<file path="src/rtl/ext_mem_ctrl_2_if.sv">
// Core-side request/response channel of the bank-2 memory controller.
// The core drives requests through the master modport; the controller
// accepts them and returns read data through the slave modport.
interface ext_mem_ctrl_2_if #(
    parameter int DMA_SIZE = 3,
    parameter int DMD_SIZE = 4
);
    logic                req_valid;
    logic                req_ready;
    logic                req_wr;
    logic [DMA_SIZE-1:0] req_addr;
    logic [DMD_SIZE-1:0] req_data;
    logic                resp_valid;
    logic [DMD_SIZE-1:0] resp_data;
    logic                busy;

    modport master (
        output req_valid, req_wr, req_addr, req_data,
        input  req_ready, resp_valid, resp_data, busy
    );

    modport slave (
        input  req_valid, req_wr, req_addr, req_data,
        output req_ready, resp_valid, resp_data, busy
    );
endinterface

</file>
<file path="src/rtl/ext_mem_ctrl_2.sv">
// Request sequencer for external memory bank 2: queues single-word
// reads/writes, drives the bank ports from registers, holds a write for one
// cycle when it would overtake a same-address read, and returns read data
// after the bank's fixed read pipeline.
module ext_mem_ctrl_2 #(
    parameter int DMA_SIZE   = 3,
    parameter int DMD_SIZE   = 4,
    parameter int FIFO_DEPTH = 2
) (
    input  logic                clk,
    input  logic                rst_n,
    ext_mem_ctrl_2_if.slave     core,
    output logic                ps_dm_cslt,
    output logic                ps_dm_wrb,
    output logic [DMA_SIZE-1:0] dg_dm_add,
    output logic [DMD_SIZE-1:0] bc_dt,
    input  logic [DMD_SIZE-1:0] dm_bc_dt
);
    localparam int PTR_W = (FIFO_DEPTH > 1) ? $clog2(FIFO_DEPTH) : 1;
    localparam int CNT_W = $clog2(FIFO_DEPTH + 1);

    typedef logic [PTR_W-1:0] ptr_t;

    function automatic ptr_t next_ptr(input ptr_t p);
        return (p == ptr_t'(FIFO_DEPTH - 1)) ? '0 : p + 1'b1;
    endfunction

    // Request queue storage and bookkeeping
    logic                fifo_wr   [FIFO_DEPTH];
    logic [DMA_SIZE-1:0] fifo_addr [FIFO_DEPTH];
    logic [DMD_SIZE-1:0] fifo_data [FIFO_DEPTH];
    ptr_t                wptr;
    ptr_t                rptr;
    logic [CNT_W-1:0]    count;
    logic                full;
    logic                empty;
    logic                ready_en;

    // Issue candidate and hazard tracking
    logic                push;
    logic                cand_valid;
    logic                cand_wr;
    logic [DMA_SIZE-1:0] cand_addr;
    logic [DMD_SIZE-1:0] cand_data;
    logic                last_rd_valid;
    logic [DMA_SIZE-1:0] last_rd_addr;
    logic                stall;
    logic                issue;
    logic [3:0]          rd_track;

    assign full           = (count == CNT_W'(FIFO_DEPTH));
    assign empty          = (count == '0);
    assign core.req_ready = ready_en && !full;
    assign push           = core.req_valid && core.req_ready;
    assign cand_valid     = !empty || push;

    // Candidate is the queue head, or the incoming request when the queue is empty
    always_comb begin
        // NOTE: every always_comb output gets a default first so no latch is inferred.
        cand_wr   = core.req_wr;
        cand_addr = core.req_addr;
        cand_data = core.req_data;
        if (!empty) begin
            cand_wr   = fifo_wr[rptr];
            cand_addr = fifo_addr[rptr];
            cand_data = fifo_data[rptr];
        end
    end

    // A write to the address read on the previous edge must wait one cycle
    assign stall = cand_valid && cand_wr && last_rd_valid && (cand_addr == last_rd_addr);
    assign issue = cand_valid && !stall;

    assign core.busy = !empty || ps_dm_cslt || (|rd_track);

    // Queue storage: written on every accepted request, including bypassed ones
    always_ff @(posedge clk) begin
        // NOTE: storage has no reset; the pointers and count alone define what is valid.
        if (push) begin
            fifo_wr[wptr]   <= core.req_wr;
            fifo_addr[wptr] <= core.req_addr;
            fifo_data[wptr] <= core.req_data;
        end
    end

    // Queue pointers, occupancy, and the post-reset ready enable
    always_ff @(posedge clk or negedge rst_n) begin
        if (!rst_n) begin
            // NOTE: state is updated with non-blocking assignments so every flop samples pre-edge values.
            wptr     <= '0;
            rptr     <= '0;
            count    <= '0;
            ready_en <= 1'b0;
        end else begin
            ready_en <= 1'b1;
            if (push) wptr <= next_ptr(wptr);
            if (issue) rptr <= next_ptr(rptr);
            if (push && !issue) begin
                count <= count + 1'b1;
            end else if (!push && issue) begin
                count <= count - 1'b1;
            end
        end
    end

    // Registered bank ports: load on issue, idle encoding otherwise
    always_ff @(posedge clk or negedge rst_n) begin
        if (!rst_n) begin
            ps_dm_cslt <= 1'b0;
            ps_dm_wrb  <= 1'b0;
            dg_dm_add  <= '0;
            bc_dt      <= '0;
        end else if (issue) begin
            ps_dm_cslt <= 1'b1;
            ps_dm_wrb  <= cand_wr;
            dg_dm_add  <= cand_addr;
            bc_dt      <= cand_wr ? cand_data : '0;
        end else begin
            ps_dm_cslt <= 1'b0;
            ps_dm_wrb  <= 1'b0;
        end
    end

    // Remember the address of a read issued on this edge for the hazard check
    always_ff @(posedge clk or negedge rst_n) begin
        if (!rst_n) begin
            last_rd_valid <= 1'b0;
            last_rd_addr  <= '0;
        end else begin
            last_rd_valid <= issue && !cand_wr;
            if (issue && !cand_wr) last_rd_addr <= cand_addr;
        end
    end

    // Follow each read through the bank pipeline and capture its data on exit
    always_ff @(posedge clk or negedge rst_n) begin
        if (!rst_n) begin
            rd_track        <= '0;
            core.resp_valid <= 1'b0;
            core.resp_data  <= '0;
        end else begin
            rd_track        <= {rd_track[2:0], issue && !cand_wr};
            core.resp_valid <= rd_track[3];
            if (rd_track[3]) core.resp_data <= dm_bc_dt;
        end
    end
endmodule
</file>
<file path="src/flat_wrapper.sv">
// flat-port wrapper written by rule: the top's interface ports become plain ports
module ext_mem_ctrl_2_flat 
#(
    parameter int DMA_SIZE   = 3,
    parameter int DMD_SIZE   = 4,
    parameter int FIFO_DEPTH = 2
)
  (clk, rst_n, ps_dm_cslt, ps_dm_wrb, dg_dm_add, bc_dt, dm_bc_dt, core_req_valid, core_req_wr, core_req_addr, core_req_data, core_req_ready, core_resp_valid, core_resp_data, core_busy);
  ext_mem_ctrl_2_if #(.DMA_SIZE(DMA_SIZE), .DMD_SIZE(DMD_SIZE)) core_i ();
  input  logic clk;
  input  logic rst_n;
  output logic ps_dm_cslt;
  output logic ps_dm_wrb;
  output logic [DMA_SIZE-1:0] dg_dm_add;
  output logic [DMD_SIZE-1:0] bc_dt;
  input  logic [DMD_SIZE-1:0] dm_bc_dt;
  input wire logic [$bits(core_i.req_valid)-1:0] core_req_valid;
  input wire logic [$bits(core_i.req_wr)-1:0] core_req_wr;
  input wire logic [$bits(core_i.req_addr)-1:0] core_req_addr;
  input wire logic [$bits(core_i.req_data)-1:0] core_req_data;
  output wire logic [$bits(core_i.req_ready)-1:0] core_req_ready;
  output wire logic [$bits(core_i.resp_valid)-1:0] core_resp_valid;
  output wire logic [$bits(core_i.resp_data)-1:0] core_resp_data;
  output wire logic [$bits(core_i.busy)-1:0] core_busy;
  assign core_i.req_valid = core_req_valid;
  assign core_i.req_wr = core_req_wr;
  assign core_i.req_addr = core_req_addr;
  assign core_i.req_data = core_req_data;
  assign core_req_ready = core_i.req_ready;
  assign core_resp_valid = core_i.resp_valid;
  assign core_resp_data = core_i.resp_data;
  assign core_busy = core_i.busy;
  ext_mem_ctrl_2 #(.DMA_SIZE(DMA_SIZE), .DMD_SIZE(DMD_SIZE), .FIFO_DEPTH(FIFO_DEPTH)) u_core (.clk(clk), .rst_n(rst_n), .core(core_i), .ps_dm_cslt(ps_dm_cslt), .ps_dm_wrb(ps_dm_wrb), .dg_dm_add(dg_dm_add), .bc_dt(bc_dt), .dm_bc_dt(dm_bc_dt));
endmodule
</file>
<file path="config.mk">
export PLATFORM = sky130hd
export DESIGN_NAME = ext_mem_ctrl_2_flat
export DESIGN_NICKNAME = d
export VERILOG_FILES = /design/src/rtl/ext_mem_ctrl_2_if.sv /design/src/rtl/ext_mem_ctrl_2.sv /design/src/flat_wrapper.sv
export SDC_FILE = /design/constraint.sdc
export NUM_CORES = 1
export LEC_CHECK = 0
export BUFFER_PORTS_ARGS = -buffer_cell sky130_fd_sc_hd__buf_2
export CAP_MARGIN = 15
export CORE_AREA = 3 3 59 67
export DETAILED_ROUTE_END_ITERATION = 6
export DIE_AREA = 0 0 62 70
export PLACE_DENSITY_LB_ADDON = 0.12
export SLEW_MARGIN = 20
export SYNTH_ARGS = -nofsm -noshare
export SYNTH_HDL_FRONTEND = slang
export SYNTH_SLANG_ARGS = --single-unit
</file>
<file path="constraint.sdc">
create_clock -name clk -period 2.59 [get_ports clk]
set_input_delay 0.6475 -clock clk [delete_from_list [all_inputs] [get_ports clk]]
set_output_delay 0.6475 -clock clk [all_outputs]
set_load 0.01 [all_outputs]
</file>
==> results.toml <==
[clocking]
cts_buffer_depth = 2
cts_tree = "yes"
cts-buffers-inserted = 5
htreeDepth = 2
cts_resized = 0
post_cts_buffers = 0
clk_latency_ns = 0.36
clock_sinks = 42
clockRootBuffer = "clkbuf_4"
cts_hold_buf = 0
clk_pin_slew_worst_paths_ns = 0.13

[timing]
finalClockSkew_ns = 0.0200
worst-slew-pin-transition_ns = 0.556
layout_setup_ws_ns = 0.284
drv_slew = 0
fmax_mhz = 434
whs_ns = 0.253
period_minus_slack_ns = 2.31
finalHoldViolCount = 0
rsz0062_at_grt = "false"
max_slew_margin = 0.630
finalSetupViolations = 0
fin_crit_sh = 0.890
setup_tns_ns = 0

[power]
ir_worst_vdd_mv = 0.646
total_power_mw = 2.54
leakage_nw = 0.934
p_per_area_nw_per_um2 = 1240

[grt]
grt_use_total = 0.162
grt_max_degree = 27
grt_antenna_before_repair = 0
grt_pass1_vias = 1028
gr-total-overflow = 0
grt_pass1_wl_um = 4950

[setup_path]
slowest_delay_ns = 0.50
path_cells = "or2_1 -> a211o_1 -> o211a_1 -> a31o_4 -> ha_1 -> nor2_1 -> xor2_1"
cp_slowest_cell = "dfrtp_1"
critPathKind = "reg -> reg"
cp_max_fo = 10
cp.arrival_ns = 2.58
startpoint_type = "flop"
cp.required_ns = 2.87
reg2regPathDepth = 7
worstSetupEndpointType = "flop"

[placed_design]
placed_cell_area_um2 = 1970
dp_cells = 200
place_congestion = 0.775
portBuffers = 30
dp_slack_ns = 0.246
dp_hpwl_um = 2160

[synthesis]
yosys_warnings = 0
synthCells = 123
syn_nets = 139
synth_seq_cells = 42
synth_cell_types = 33
syn-cell-area_um2 = 1770
syn_avg_cell_area_um2 = 14.4
seq_area_frac_synth = 0.639

[floorplanning]
die_h_um = 70
die_w_um = 62
die_area_um2 = 4340
core_area_um2 = 3330
initial_core_util = 0.532
row_count = 22
num_io_pins = 31

[drt]
num_vias = 1078
first_pass_iters = 4
drtIter0Drc = 52
wire_per_inst_um = 14.7
viasPerCell = 5.18
drc = 0
detail-route-antenna-nets = 0
drt_wl_total_um = 3060

[min_path]
hp-class = "in -> async"

[status]
outcome = "finished clean"

[final_layout]
fillers = 265
final_cell_mix = "30 x buf_2, 26 x dfrtp_1, 16 x edfxtp_1"
final_area_um2 = 2050
synthToLayoutAreaGrowth_pct = 15.8
antenna_cells = 0
layout.nets = 175
drive_above_1_share = 0.363
final_common_cell = "buf_2"
final_cells = 208
utilization = 0.615

[run]
maxCapViolations = 0
## flip-flops by register name (all words and copies together) (netlist names), 2 cells and up
register / cells
u_core.core.resp_data: 4
u_core.rd_track: 4
u_core.fifo_data: 8
u_core.dg_dm_add: 3
u_core.bc_dt: 4
u_core.fifo_addr: 6
u_core.count: 2
u_core.last_rd_addr: 3
u_core.fifo_wr: 2
## cell families after synthesis
group / after synthesis / synth area share
buf+inv: 9 / 0.0346
compound gates: 17 / 0.0721
other cells: 1 / 0.00212
simple gates: 24 / 0.0622
xor+xnor: 7 / 0.0346
flops: 42 / 0.639
fa+ha+maj: 1 / 0.00707
mux: 22 / 0.148
## path summary, 6_finish.rpt
path	start	end	slack (ns)
setup / recovery	u_core.count[1]	u_core.count[1]	0.28
hold / removal	rst_n	u_core.core.resp_data[1]	0.25
setup reg to reg	u_core.count[1]	u_core.count[1]	0.28
hold reg to reg	u_core.rd_track[1]	u_core.rd_track[2]	0.38
max in group asynchronous	rst_n	u_core.bc_dt[2]	1.94
min in group clk	u_core.rd_track[1]	u_core.rd_track[2]	0.38
## where the power goes
part | internal [mW] | switching [mW] | leakage [nW]
Clock | 0.200 | 0.202 | 0.0450
Combinational | 0.544 | 0.538 | 0.433
Sequential | 0.925 | 0.135 | 0.456
## layer usage
metal	up-vias	global-route usage	routed length (um)
li1	511	-	-
met1	525	0.212	1300
met2	36	0.243	1500
met3	6	0.0555	204
met4	0	0.0637	53
met5	-	0	0
## layout make-up
| type | count | area, um^2 | area share |
|---|---|---|---|
| clock buffer | 5 | 37.5 | 0.0183 |
| sequential | 42 | 1130 | 0.552 |
| clock inverter | 3 | 40.0 | 0.0195 |
| inverter | 4 | 22.5 | 0.0110 |
| multi-input combinational | 72 | 578 | 0.282 |
| tap | 48 | 60.1 | 0.0293 |
| timing repair buffer | 34 | 180 | 0.0879 |
## synth_stat cells (all sizes together)
cell     n  share of area
or3b     1         0.0049
o21bai   1         0.0042
xor2     3          0.015
o211ai   1         0.0042
o211a    1         0.0057
edfxtp  16           0.27
nor3     3         0.0085
conb     1         0.0021
and3     2         0.0071
a211o    1         0.0049
mux2    13          0.098
inv      4          0.013
or2      1         0.0035
buf      4          0.020
dfrtp   26           0.37
nor2    11          0.023
xnor2    4          0.020
o21ai    3         0.0085
a21oi    4          0.013
or3      1         0.0035
clkbuf   1         0.0021
mux2i    9          0.051
nand2    4         0.0085
ha       1         0.0071
nand3    1         0.0028
a211oi   4          0.017
a31o     1         0.0099
a21boi   1         0.0042
## critical path: cells and delay by family (launching register included)
family                   cells  cell delay, ns
AND/OR/NAND/NOR              2            0.56
adder cells (fa/ha/maj)      1            0.33
XOR/XNOR                     1            0.14
AO/OA/AOI/OAI                3            0.69
flip-flops                   1            0.50
Note: power is estimated with default switching activity, not from simulation.
